==> config.mk <==
export PLATFORM = sky130hd
export DESIGN_NAME = load_store_unit
export DESIGN_NICKNAME = d
export VERILOG_FILES = /design/src/rtl/load_store_unit.sv
export SDC_FILE = /design/constraint.sdc
export NUM_CORES = 1
export LEC_CHECK = 0
export CORE_AREA = 2 2 136 138
export CTS_CLUSTER_DIAMETER = 60
export DETAILED_ROUTE_END_ITERATION = 16
export DIE_AREA = 0 0 138 140
export GPL_ROUTABILITY_DRIVEN = 1
export PLACE_DENSITY = 0.77
export SYNTH_ARGS = -nofsm -noshare
export SYNTH_HDL_FRONTEND = slang
export SYNTH_SLANG_ARGS = --single-unit
==> constraint.sdc <==
create_clock -name clk -period 2.35 [get_ports clk]
set_input_delay 0.5875 -clock clk [delete_from_list [all_inputs] [get_ports clk]]
set_output_delay 0.5875 -clock clk [all_outputs]
set_load 0.01 [all_outputs]
==> src/rtl/load_store_unit.sv <==
// Load/store unit: turns one CPU load/store into one or two aligned, byte-enabled
// memory beats, then merges and extends load data into a single response.
module load_store_unit #(
    parameter int unsigned ADDR_W = 32
) (
    input  logic              clk,
    input  logic              rst_n,
    input  logic              req_valid,
    output logic              req_ready,
    input  logic              req_load,
    input  logic [1:0]        req_dw,
    input  logic              req_sign_ex,
    input  logic [ADDR_W-1:0] req_addr,
    input  logic [31:0]       req_wdata,
    output logic              rsp_valid,
    output logic [31:0]       rsp_rdata,
    output logic              rsp_fault,
    output logic              mem_valid,
    input  logic              mem_ready,
    output logic              mem_we,
    output logic [ADDR_W-1:0] mem_addr,
    output logic [3:0]        mem_be,
    output logic [31:0]       mem_wdata,
    input  logic              mem_rvalid,
    input  logic [31:0]       mem_rdata
);

    typedef enum logic [2:0] {
        S_IDLE, S_ISSUE0, S_WAIT0, S_ISSUE1, S_WAIT1, S_RESP
    } state_t;

    state_t            r_state, w_next;
    logic              r_load;
    logic [1:0]        r_dw;
    logic              r_sign_ex;
    logic [ADDR_W-1:0] r_addr;
    logic [31:0]       r_wdata;
    logic [31:0]       r_rdata0;
    logic [31:0]       r_rdata1;

    logic [1:0]        w_off;
    logic [2:0]        w_nbytes;
    logic [3:0]        w_mask;
    logic              w_split;
    logic              w_fault;
    logic [7:0]        w_be_wide;
    logic [63:0]       w_wd_wide;
    logic [31:0]       w_merged;
    logic [31:0]       w_load_data;
    logic [ADDR_W-1:0] w_word0;
    logic [ADDR_W-1:0] w_word1;

    always_ff @(posedge clk or negedge rst_n) begin
        if (!rst_n) begin
            r_state   <= S_IDLE;
            r_load    <= 1'b0;
            r_dw      <= '0;
            r_sign_ex <= 1'b0;
            r_addr    <= '0;
            r_wdata   <= '0;
            r_rdata0  <= '0;
            r_rdata1  <= '0;
        end else begin
            r_state <= w_next;
            if (r_state == S_IDLE && req_valid) begin
                r_load    <= req_load;
                r_dw      <= req_dw;
                r_sign_ex <= req_sign_ex;
                r_addr    <= req_addr;
                r_wdata   <= req_wdata;
                r_rdata0  <= '0;
                r_rdata1  <= '0;
            end
            if (r_state == S_WAIT0 && mem_rvalid) r_rdata0 <= mem_rdata;
            if (r_state == S_WAIT1 && mem_rvalid) r_rdata1 <= mem_rdata;
        end
    end

    always_comb begin
        w_nbytes = 3'd4;
        w_mask   = 4'b1111;
        case (r_dw)
            2'd0:    begin w_nbytes = 3'd1; w_mask = 4'b0001; end
            2'd1:    begin w_nbytes = 3'd2; w_mask = 4'b0011; end
            default: begin w_nbytes = 3'd4; w_mask = 4'b1111; end
        endcase
    end

    assign w_off     = r_addr[1:0];
    assign w_split   = ({1'b0, w_off} + w_nbytes) > 3'd4;
    assign w_fault   = (r_dw == 2'd3);
    // Upper halves of the widened shifts are the second-beat lanes of a split access.
    assign w_be_wide = {4'b0000, w_mask} << w_off;
    assign w_wd_wide = {32'b0, r_wdata} << {w_off, 3'b000};
    assign w_merged  = 32'({r_rdata1, r_rdata0} >> {w_off, 3'b000});
    assign w_word0   = {r_addr[ADDR_W-1:2], 2'b00};
    assign w_word1   = w_word0 + ADDR_W'(4);

    always_comb begin
        w_load_data = w_merged;
        case (r_dw)
            2'd0:    w_load_data = {{24{r_sign_ex & w_merged[7]}}, w_merged[7:0]};
            2'd1:    w_load_data = {{16{r_sign_ex & w_merged[15]}}, w_merged[15:0]};
            default: w_load_data = w_merged;
        endcase
    end

    always_comb begin
        w_next    = r_state;
        req_ready = 1'b0;
        rsp_valid = 1'b0;
        rsp_fault = 1'b0;
        rsp_rdata = '0;
        mem_valid = 1'b0;
        mem_we    = 1'b0;
        mem_addr  = '0;
        mem_be    = '0;
        mem_wdata = '0;
        case (r_state)
            S_IDLE: begin
                req_ready = 1'b1;
                if (req_valid) w_next = (req_dw == 2'd3) ? S_RESP : S_ISSUE0;
            end
            S_ISSUE0: begin
                mem_valid = 1'b1;
                mem_we    = !r_load;
                mem_addr  = w_word0;
                mem_be    = w_be_wide[3:0];
                mem_wdata = w_wd_wide[31:0];
                if (mem_ready) w_next = S_WAIT0;
            end
            S_WAIT0: begin
                if (mem_rvalid) w_next = w_split ? S_ISSUE1 : S_RESP;
            end
            S_ISSUE1: begin
                mem_valid = 1'b1;
                mem_we    = !r_load;
                mem_addr  = w_word1;
                mem_be    = w_be_wide[7:4];
                mem_wdata = w_wd_wide[63:32];
                if (mem_ready) w_next = S_WAIT1;
            end
            S_WAIT1: begin
                if (mem_rvalid) w_next = S_RESP;
            end
            S_RESP: begin
                rsp_valid = 1'b1;
                rsp_fault = w_fault;
                if (r_load && !w_fault) rsp_rdata = w_load_data;
                w_next = S_IDLE;
            end
            default: w_next = S_IDLE;
        endcase
    end

endmodule

==> run summary <==
The cell area that synthesis handed to floorplanning was slightly below 8000 sq um. The x dimension of the die came out at ~140 um. The arrival time of data at the critical path endpoint came out at around 2.5 ns. The number of detailed-route iterations in the first pass came out at 6.

The number of global-route vias before repair is 8596. The checks that failed: negative setup slack. STA classifies the critical path startpoint as a flip-flop. The clock edge transition at the registers on the reported setup and hold paths is 0.06 ns.

The max-slew violation total from the final report came out at 0. The master cell of the clock root buffer is sky130_fd_sc_hd__clkbuf_16. The sequential cells in the finished layout cover a total of 3186 sq um. The net count of the finished layout is around 1300. The kind of end point of the critical path is an output port. For this design the static power due to leakage is around 5.7 nW. The number of setup violations in the final report came out at 101. The footprint of the multi-input gates came out at roughly 5500 sq um.

The clock drives 127 sinks. Setup repair after global routing could not meet its margin everywhere. The deepest level of the CTS H-tree is 4. For the worst setup path, the data required time is around 1.8 ns. The sequential area share after synthesis came out at 40.16%. The number of DRC markers in iteration 0 came out at approximately 1200.

The floorplan die height is between 100 and 150 um. Once layout is complete, the cells apart from fillers number approximately 1400. The minimum period implied by the final worst setup slack came out at ~3 ns. The ratio of total power to cell area came out at 1427 nW/um^2.

The share of post-route cells with drive strength above 1 came out at a little over half. The worst setup path is of the reg2out kind. The maximum clock rate came out at approximately 0.32 GHz. Input and output buffers added on the ports amount to between 200 and 250. For the worst-skew pair, the clock arrives at the later sink with an insertion delay of 0.42 ns. The wire length of the first global-routing pass came out at about 46000 um.

The setup clock skew after layout came out at approximately 0.0072 ns. In this run the core area contains 49 standard-cell rows. The minimum hold slack is approximately 0.052 ns. Summed over all nets, the half-perimeter wirelength after detailed placement is 17940 um. The worst-path maximum fanout came out at 5.

The clock buffer count from CTS is 17. Counting flops with a built-in enable in the synthesized netlist gives 0. In this run the critical register-to-register path is launched from r_dw[1].

The proportion of register bits with asynchronous set or reset after synthesis is 100.0%. The final weighted congestion of routability-driven global placement came out at slightly below 0.9. TritonCTS built the clock tree. The largest net degree at the start of global routing is between 70 and 80.

Tracing the worst setup path back leads to its startpoint at r_addr[3]. The area growth from synthesis to layout came out at 72.14%. The antenna violation net count after detailed routing came out at 0. The flow ran to the end, but the final reports show violations. The Yosys step of the flow raised 0 warnings.

In the synthesized netlist, the number of instances is a little over 800. The number of antenna violations at the first check in global routing is 0. The global-route total usage across every layer came out at just under 30%.

In the routed design, unresolved DRC markers number 0. The number of buffers on the longest clock path is 2. The worst hold path belongs to the class in2async. The utilization after layout came out at ~77%. In the final routed layout, each cell accounts on average for approximately 25 um.

The ratio of routed vias to standard cells came out at ~6.4. Among all flip-flop cells after synthesis, the most frequent one is sky130_fd_sc_hd__dfrtp_1. The flop and latch count out of synthesis is 127. The core footprint is 17780 sq um. The post-synthesis average cell area came out at 9.603 sq um. The post-route worst setup slack came out at -0.7404 ns. In this run, placement finished with an instance count of about 1300. The initial core utilization is between 40% and 50%. After detailed routing, the total wire length is ~35000 um. The worst path uses 131.5% of the clock period.

The worst-case IR drop observed on VDD is a little under 0.9 mV. Counting the fill cells in the layout gives just under 1000. Summed over all layers, the global routing overflow is 0. The full die area came out at slightly below 20000 sq um. The count of final hold-check violations came out at 0.

The reported max-cap violation count is 0. The number of library cell types mapped by synthesis is 54. Detailed routing inserted a total of around 9200 vias. The count of hold buffers inserted by post-cts repair came out at 0.

The number of top-level design ports is 210.
-- cell usage after synthesis, drive strengths merged (3+ instances only) --
library cell | count | share of area (%)
a211oi | 10 | 0.95
mux2i | 33 | 4.2
a22oi | 8 | 0.76
o21ai | 64 | 4.0
dfrtp | 127 | 40
nor2 | 41 | 1.9
ha | 3 | 0.47
inv | 12 | 0.57
nor3 | 11 | 0.76
nand3 | 15 | 1.0
and2 | 10 | 0.79
o31ai | 10 | 0.95
clkbuf | 35 | 1.7
nand2 | 153 | 7.3
buf | 34 | 2.1
or3 | 6 | 0.49
xor2 | 8 | 0.89
mux2 | 78 | 11
and3 | 5 | 0.40
o22ai | 10 | 0.79
nor4 | 6 | 0.47
nor2b | 10 | 0.79
or4 | 11 | 1.1
o2bb2ai | 8 | 0.89
a222oi | 8 | 1.0
a21oi | 43 | 2.7
xnor2 | 5 | 0.55
mux4 | 28 | 8.0
nand4 | 12 | 1.1
-- sequential cells by signal, summed over array words and instances, names as in the netlist --
register	count
r_addr	32
r_dw	2
r_load	1
r_rdata0	32
r_rdata1	24
r_sign_ex	1
r_state	3
r_wdata	32
-- repair_timing --
action | 4_1_cts | 5_1_grt
cloned | 5 | 3
pin swaps | 63 | 67
setup endpoints to repair | 103 | 105
buffers inserted | 53 | 41
gates resized for setup | 603 | 175
-- final timing paths --
kind                                 to  slack (ns)  depth (start not counted)
setup / recovery           mem_addr[23]       -0.74                          7
hold / removal             r_rdata0[13]        0.05                          1
setup reg to reg             r_state[2]       -0.04                          8
hold reg to reg              r_addr[31]        0.54                          1
max in group asynchronous    r_state[0]        1.57                          2
min in group clk             r_addr[31]        0.54                          1
-- layout make-up --
class | count | share of cell area (%)
multi-input cells | 616 | 40.42
repair buffers | 422 | 29.09
flip-flops and latches | 127 | 23.39
clock buffers | 25 | 3.711
well taps | 229 | 2.104
clock inverters | 6 | 0.7716
inverters | 14 | 0.4960
diodes | 1 | 0.01837
-- cells in the final DEF (no fill, tap or decap), drive strengths merged, types with 11 or more instances in the layout --
cell type      synthesis  final
clkdlybuf4s50          0    103
clkbuf                35     26
mux4                  28     28
nor3                  11     11
nand4                 12     12
dfrtp                127    127
nand3                 15     15
o21ai                 64     64
a21oi                 43     43
mux2i                 33     33
nor2                  41     41
mux2                  78     78
inv                   12     12
or4                   11     11
nand2                153    153
buf                   34    315
-- logic make-up (layout without fill, tap and decap cells) --
logic type / after synthesis / after routing / share of synthesized area [%]
flip-flops: 127 / 127 / 40.16
multiplexers: 139 / 139 / 23.24
buffers and inverters: 83 / 467 / 4.412
AO/OA/AOI/OAI: 169 / 169 / 12.92
other: 1 / 3 / 0.04739
adder cells (fa/ha/maj): 4 / 4 / 0.7274
AND/OR/NAND/NOR: 288 / 289 / 17.05
XOR/XNOR: 13 / 13 / 1.439
-- power by group --
| group | switching, mW | internal (mW) | leakage [nW] |
|---|---|---|---|
| Combinational | 5.92 | 6.22 | 3.84 |
| Sequential | 1.29 | 3.25 | 1.59 |
| Clock | 0.959 | 1.80 | 0.303 |
-- per-stage QoR --
| step | setup slack (ns) | setup TNS [ns] | total power, mW | instance area, sq um |
|---|---|---|---|---|
| finish | -0.7404 | -39.44 | 19.44 | 13620 |
| global route | -0.8078 | -43.19 | 20.12 | 13620 |
| CTS | -0.6567 | -29.52 | 16.92 | 12650 |
| detailed placement | -0.7178 | -26.73 | 12.67 | 11170 |
| global placement | -0.7091 | -25.17 | 12.42 | 11170 |
| floorplan | -0.07648 | -0.07913 | 8.886 | 8051 |
-- per-layer routing --
layer | global-route usage [%] | share of wire (%) | vias to the layer above
met1 | 37.63 | 36 | 4468
li1 | - | - | 3732
met3 | 5.368 | 9.2 | 271
met5 | 0 | 0 | -
met4 | 14.93 | 7.9 | 0
met2 | 49.22 | 47 | 740
-- critical path, cell delays in order, from the launching register on --
cell and delay (ns):
sky130_fd_sc_hd__dfrtp_1 0.38, sky130_fd_sc_hd__buf_6 0.12, sky130_fd_sc_hd__nand4_1 0.16, sky130_fd_sc_hd__or4_4 0.58
sky130_fd_sc_hd__buf_6 0.15, sky130_fd_sc_hd__or4_4 0.41, sky130_fd_sc_hd__a21oi_1 0.14, sky130_fd_sc_hd__buf_2 0.15
Note: power is estimated with default switching activity, not from simulation.
